`src/rtl/fifo_pkg.sv`:
```
// Shared types and default geometry for the synchronous FIFO controller.
// The testbench imports the same constants so both sides agree on sizing.
package fifo_pkg;

   localparam int DATA_W = 128;

   typedef logic [DATA_W-1:0] data_t;

   localparam int DEF_DEPTH      = 16;
   localparam int DEF_AFULL_LVL  = 14;
   localparam int DEF_AEMPTY_LVL = 2;

endpackage

```
`src/rtl/fifo_mem.sv`:
```
// Simple dual-port storage: one write port, one registered read port.
// Only the read register is reset; the array contents survive reset.
module fifo_mem
   import fifo_pkg::*;
#(
   parameter int DEPTH  = DEF_DEPTH,
   parameter int ADDR_W = $clog2(DEPTH)
) (
   input  logic              clk,
   input  logic              rstn,
   input  logic              we,
   input  logic [ADDR_W-1:0] waddr,
   input  data_t             wdata,
   input  logic              re,
   input  logic [ADDR_W-1:0] raddr,
   output data_t             rdata
);

   data_t mem_q [DEPTH];
   data_t rdata_q;

   always_ff @(posedge clk) begin
      if (we) begin
         mem_q[waddr] <= wdata;
      end
   end

   // A same-edge write never targets the slot being read, so read-old is safe.
   always_ff @(posedge clk) begin
      if (!rstn) begin
         rdata_q <= '0;
      end else if (re) begin
         rdata_q <= mem_q[raddr];
      end
   end

   assign rdata = rdata_q;

endmodule

```
`src/rtl/sync_fifo_ctrl.sv`:
```
// Single-clock FIFO: pointer/count tracking, accept gating and registered flags.
// Flags are computed from the next count so they line up with the stored count.
module sync_fifo_ctrl
   import fifo_pkg::*;
#(
   parameter int DEPTH      = DEF_DEPTH,
   parameter int AFULL_LVL  = DEF_AFULL_LVL,
   parameter int AEMPTY_LVL = DEF_AEMPTY_LVL
) (
   input  logic  clk,
   input  logic  rstn,
   input  logic  i_wren,
   input  data_t i_wrdata,
   input  logic  i_rden,
   output data_t o_rddata,
   output logic  o_full,
   output logic  o_empty,
   output logic  o_alm_full,
   output logic  o_alm_empty
);

   localparam int PTR_W = $clog2(DEPTH);
   localparam int CNT_W = PTR_W + 1;

   logic [PTR_W-1:0] wr_ptr_q, wr_ptr_d;
   logic [PTR_W-1:0] rd_ptr_q, rd_ptr_d;
   logic [CNT_W-1:0] count_q, count_d;
   logic             full_q, empty_q, alm_full_q, alm_empty_q;
   logic             wr_acc, rd_acc;

   assign wr_acc = i_wren & ~full_q;
   assign rd_acc = i_rden & ~empty_q;

   always_comb begin
      wr_ptr_d = wr_ptr_q;
      rd_ptr_d = rd_ptr_q;
      count_d  = count_q + CNT_W'(wr_acc) - CNT_W'(rd_acc);
      if (wr_acc) begin
         wr_ptr_d = wr_ptr_q + PTR_W'(1);
      end
      if (rd_acc) begin
         rd_ptr_d = rd_ptr_q + PTR_W'(1);
      end
   end

   always_ff @(posedge clk) begin
      if (!rstn) begin
         wr_ptr_q    <= '0;
         rd_ptr_q    <= '0;
         count_q     <= '0;
         full_q      <= 1'b0;
         empty_q     <= 1'b1;
         alm_full_q  <= 1'b0;
         alm_empty_q <= 1'b1;
      end else begin
         wr_ptr_q    <= wr_ptr_d;
         rd_ptr_q    <= rd_ptr_d;
         count_q     <= count_d;
         full_q      <= (count_d == CNT_W'(DEPTH));
         empty_q     <= (count_d == '0);
         alm_full_q  <= (count_d >= CNT_W'(AFULL_LVL));
         alm_empty_q <= (count_d <= CNT_W'(AEMPTY_LVL));
      end
   end

   fifo_mem #(
      .DEPTH (DEPTH),
      .ADDR_W(PTR_W)
   ) u_mem (
      .clk  (clk),
      .rstn (rstn),
      .we   (wr_acc),
      .waddr(wr_ptr_q),
      .wdata(i_wrdata),
      .re   (rd_acc),
      .raddr(rd_ptr_q),
      .rdata(o_rddata)
   );

   assign o_full      = full_q;
   assign o_empty     = empty_q;
   assign o_alm_full  = alm_full_q;
   assign o_alm_empty = alm_empty_q;

endmodule

```
`config.mk`:
```
export PLATFORM = sky130hd
export DESIGN_NAME = sync_fifo_ctrl
export DESIGN_NICKNAME = d
export VERILOG_FILES = /design/src/rtl/fifo_pkg.sv /design/src/rtl/fifo_mem.sv /design/src/rtl/sync_fifo_ctrl.sv
export SDC_FILE = /design/constraint.sdc
export NUM_CORES = 2
export LEC_CHECK = 0
export CORE_MARGIN = 3
export CORE_UTILIZATION = 61
export DETAILED_ROUTE_END_ITERATION = 10
export PLACE_DENSITY = 0.79
export SETUP_SLACK_MARGIN = 0.5
export SLEW_MARGIN = 20
export SYNTH_ARGS = -nofsm -noshare
export SYNTH_HDL_FRONTEND = slang
export SYNTH_SLANG_ARGS = --single-unit
```
`constraint.sdc`:
```
create_clock -name clk -period 18.75 [get_ports clk]
set_input_delay 4.6875 -clock clk [delete_from_list [all_inputs] [get_ports clk]]
set_output_delay 4.6875 -clock clk [all_outputs]
set_load 0.1 [all_outputs]
```
; ---- Word level (Yosys, flattened, before mapping)
; Memories as Yosys holds them, arrays and structs flattened. A register that Yosys moved wholly into a read port is not among the register bits.
; Cells that the tools add are included.
[totals]
regBits = 17
latchBits = 0
ramBits = 2048
rom_bits = 0
memories = 1
[op_classes]
addsub = 4
mul = 0
div = 0
order_cmp = 2
n_eq_ne = 1
shifts = 0
muxes = 2
bitwise = 4
reduce_logical = 2
[memory_table]
columns = name, depth, width, read_ports, rd_clocked_by_memory_dff, wr, line_no
row1 = u_mem.mem_q, 16, 128, 1, 1, 1, fifo_mem.sv:19  ; data_t mem_q [DEPTH];
[ops]
columns = op, n
row1 = $add A4 B1 Y4 const B, 2
row2 = $add A5 B1 Y5, 1
row3 = $eq A5 B5 Y1 const B, 1
row4 = $ge A5 B4 Y1 const B, 1
row5 = $le A5 B2 Y1 const B, 1
row6 = $logic_not A5 Y1, 1
row7 = $sub A5 B1 Y5, 1
row8 = $and A1 B1 Y1, 2
row9 = $mux W1, 2
row10 = $not A1 Y1, 2
row11 = $logic_not A1 Y1, 1

; ---- Depth between registers and ports, before layout
[logic_depth]
word_depth = 5
depth_mapped = 11
ltp_nobuf = 10

; ---- Modules after synthesis
; A second synthesis with hierarchy kept.
[hier_totals]
hier_cells = 4541
area_unflattened_um2 = 83296.1
[modules_own_cells]
columns = mod, n_inst, cells_each, area_per_inst_um2, seq_area_each_um2
row1 = fifo_mem, 1, 4461, 82494.1, 64061.4
row2 = sync_fifo_ctrl, 1, 80, 802.0, 340.3

; ---- Worst setup path after synthesis
; Ideal clock, no wire load.
[synth_timing]
kind = input -> register
from = input port i_wren
to = memory u_mem.mem_q[3][0] (netlist bit) (enable)
arrival_time_ns = 13.903
slack_ns = 4.075
stages = 4
path_buffers = 1
path_cell_list = nor2b_1 > clkbuf_1 > nand2_1 > nor3_1
[synth_between]
elab_chain_len = 3
[synth_lines]
columns = element, line_no
row1 = start: declaration, sync_fifo_ctrl.sv:12  ; input logic i_wren,
row2 = $and A1 B1 Y1, sync_fifo_ctrl.sv:31  ; assign wr_acc = i_wren & ~full_q;
row3 = $mux W1, fifo_mem.sv:23  ; if (we) begin
row4 = $mux W1 (implied by the code), fifo_mem.sv:24  ; mem_q[waddr] <= wdata;
row5 = end: declaration, fifo_mem.sv:19
; Every way passes these cells.

; ---- Final worst setup path
[layout_timing]
from = input port i_wren
to = memory u_mem.mem_q[6][87] (netlist bit) (enable)
; The elaborated chain is that of the path after synthesis.

==> flow_summary.toml <==
[power_and_ir_drop]
total_power_mw = 11.58
power.leakage_nw = 28.53
clkPwrFrac = 0.360
vdd_drop_max_v = 0.0001115
p_per_area_nw_per_um2 = 124.7
p_sw_mw = 3.007
combPwrFrac = 0.147
p_int_mw = 8.571
p_sw_frac = 0.2597
p_seq_frac = 0.493

[run_status]
outcome = "complete, no violations"

[hold_path]
min_from = "u_mem.rdata[25]"
min_to = "u_mem.rdata[25]"
min_path_type = "flip-flop to flip-flop"
hold_depth = 2

[placement]
gp_congestion = 0.7636
portBuffers = 263
hpwlAfterDp_um = 95310

[logic_synthesis]
netlist_area_um2 = 81370
ys.flop_type = "edfxtp_1"
synth.distinct_cells = 37
syn-mean-instance-area_um2 = 23.18
syn_inst = 3510
ys_async_sr_fraction = 0
ys_ff_latch = 2193
synth_seq_area_share = 0.7914
synth_warnings = 0
synth_nets = 3653
synth_edf_count = 2048

[cts]
postCtsSetupRepairBufs = 0
tritoncts.num_buffers = 201
cts_hold_buf = 0
cts_tree = "yes"
post_cts_resized = 0
path_clk_slew_ns = 0.06
cts_root_buffer = "clkbuf_16"
h-tree-depth = 4
clk_latency_ns = 0.84
cts.sinks = 2193
clk_path_buf_depth = 3

[drt]
vias_per_cell = 6.835
wl_um = 193500
route.vias.total = 39640
drtAntennaViolNets = 0
firstDrtPassIters = 5
drtIter0Drc = 5706
wl_per_cell_um = 33.36
drc_errors = 0

[sta]
rsz0062_at_grt = "false"
max_slew_margin = 0.1926
setup_violations = 0
setup_tns_ns = 0
finalClockSkew_ns = 0.06989
slew_viol_final = 0
period_needed_ns = 8.089
max_freq_mhz = 123.6
hold_viol_final = 0
period_share = 0.4314
tightest_slew_ns = 1.211

[grt]
grt_pass1_vias = 40980
grt_util_all_layers = 0.2868
grt_pass1_wl_um = 284300
grt_max_degree = 144
antenna_found_initial = 31
overflow = 0

[finish]
final_common_cell = "edfxtp_1"
drive_above_1_share = 0.2275
area_growth_pct = 14.10
nets = 3996
final_cell_mix = "edfxtp_1, mux4_2, clkdlybuf4s50_1, clkbuf_16, mux2i_1"
n_fill_cell = 7303

[critical_path]
crit_required_ns = 19.19
max_stage_delay_ns = 0.84
start_kind = "primary input"
critPathKind = "primary input to flip-flop"
r2r_cells = 7
r2r-start = "rd_ptr_q[2]"
worstPathArrival_ns = 8.53
r2r_end = "u_mem.rdata[5]"
cp_cell_sequence = "clkdlybuf4s50_1, nor2b_1, nand2_1, nor2_4, buf_4, buf_4"
crit_top_cell = "buf_4"
path_max_fanout = 41
reg2reg_slack_ns = 14.45
cp_slowest_cell = "nor2_4"
endpoint_kind = "flip-flop"

[floorplan]
die_area_um2 = 137800
die_h_um = 371.2
rows = 133
initial_core_util = 0.6166
fp.dieW_um = 371.2
ioPinCount = 264
fp.coreArea_um2 = 132000

[run]
cap_viol_max_count = 0
worst max-delay path by stage:
stage | start | endpoint | depth (start not counted)
after floorplan | i_wren | u_mem.mem_q[3][0] | 4
after global placement | i_wren | u_mem.mem_q[6][88] | 6
after detailed placement | i_wren | u_mem.mem_q[6][105] | 6
after CTS | i_wren | u_mem.mem_q[6][87] | 6
after global routing | i_wren | u_mem.mem_q[11][120] | 6
final | i_wren | u_mem.mem_q[6][87] | 6
cell families after synthesis:
| group | share of synthesized area |
|---|---|
| xor+xnor | 0.001076 |
| flops | 0.7914 |
| mux | 0.1619 |
| fa+ha+maj | 0.001784 |
| simple gates | 0.007888 |
| compound gates | 0.02379 |
| buf+inv | 0.01210 |
layer usage:
metal	track usage	routed length (um)
met5	0	133
met4	0.08574	4739
met2	0.4564	96470
met1	0.4060	71930
met3	0.06551	20250
synthesized netlist by cell type, types with 18 or more instances:
master | number | share of area
o21ai_0 | 35 | 0.0022
o211ai_1 | 90 | 0.0083
edfxtp_1 | 2048 | 0.76
buf_2 | 97 | 0.0060
a22oi_1 | 97 | 0.0089
nor2_1 | 25 | 0.0012
mux2i_1 | 160 | 0.020
a221oi_1 | 34 | 0.0037
clkbuf_1 | 52 | 0.0024
buf_1 | 23 | 0.0011
dfxtp_1 | 145 | 0.036
mux4_2 | 512 | 0.14
buf_4 | 18 | 0.0017
nand2_1 | 99 | 0.0046
layout make-up:
cell class                 instances  area, um^2  area share
tap                             1755        2196     0.02365
inverter                          10       40.04   0.0004312
multi-input combinational       1113       16130      0.1737
antenna                           15       37.54   0.0004043
clock buffer                     280        5579     0.06009
sequential                      2193       64410      0.6937
timing repair buffer             334        3268     0.03520
clock inverter                   100        1187     0.01279
power by group through the flow:
stage / Clock (mW) / Combinational [mW] / Sequential, mW
after CTS: 4.21 / 1.71 / 5.71
after detailed placement: 0 / 1.69 / 5.81
after global placement: 0 / 1.67 / 5.80
after floorplan: 0 / 0.840 / 6.19
after global routing: 4.39 / 1.79 / 5.73
final: 4.17 / 1.70 / 5.71
critical path, delay by kind of cell:
kind	cells	cell delay (ns)
AND/OR/NAND/NOR	3	1.97
buffers and inverters	3	1.80
metrics by stage:
step | instance area [um^2] | setup slack, ns | cells | hold WS, ns | util
after floorplan | 81370 | 4.075 | 3510 | 0.5279 | -
after global placement | 86000 | 9.758 | 5403 | 0.4723 | 0.6517
after global routing | 92820 | 10.48 | 5789 | 0.5109 | 0.7034
final | 92850 | 10.66 | 5800 | 0.4938 | 0.7036
after detailed placement | 86000 | 9.730 | 5403 | 0.4646 | 0.6517
after CTS | 92770 | 10.64 | 5783 | 0.5018 | 0.7030
flip-flops by register name, summed over array words and instances, names as in the netlist, 4 cells and up:
| register | cells |
|---|---|
| count_q | 5 |
| rd_ptr_q | 4 |
| u_mem.mem_q | 2048 |
| u_mem.rdata | 128 |
| wr_ptr_q | 4 |
Power figures use the tool's default switching activity.
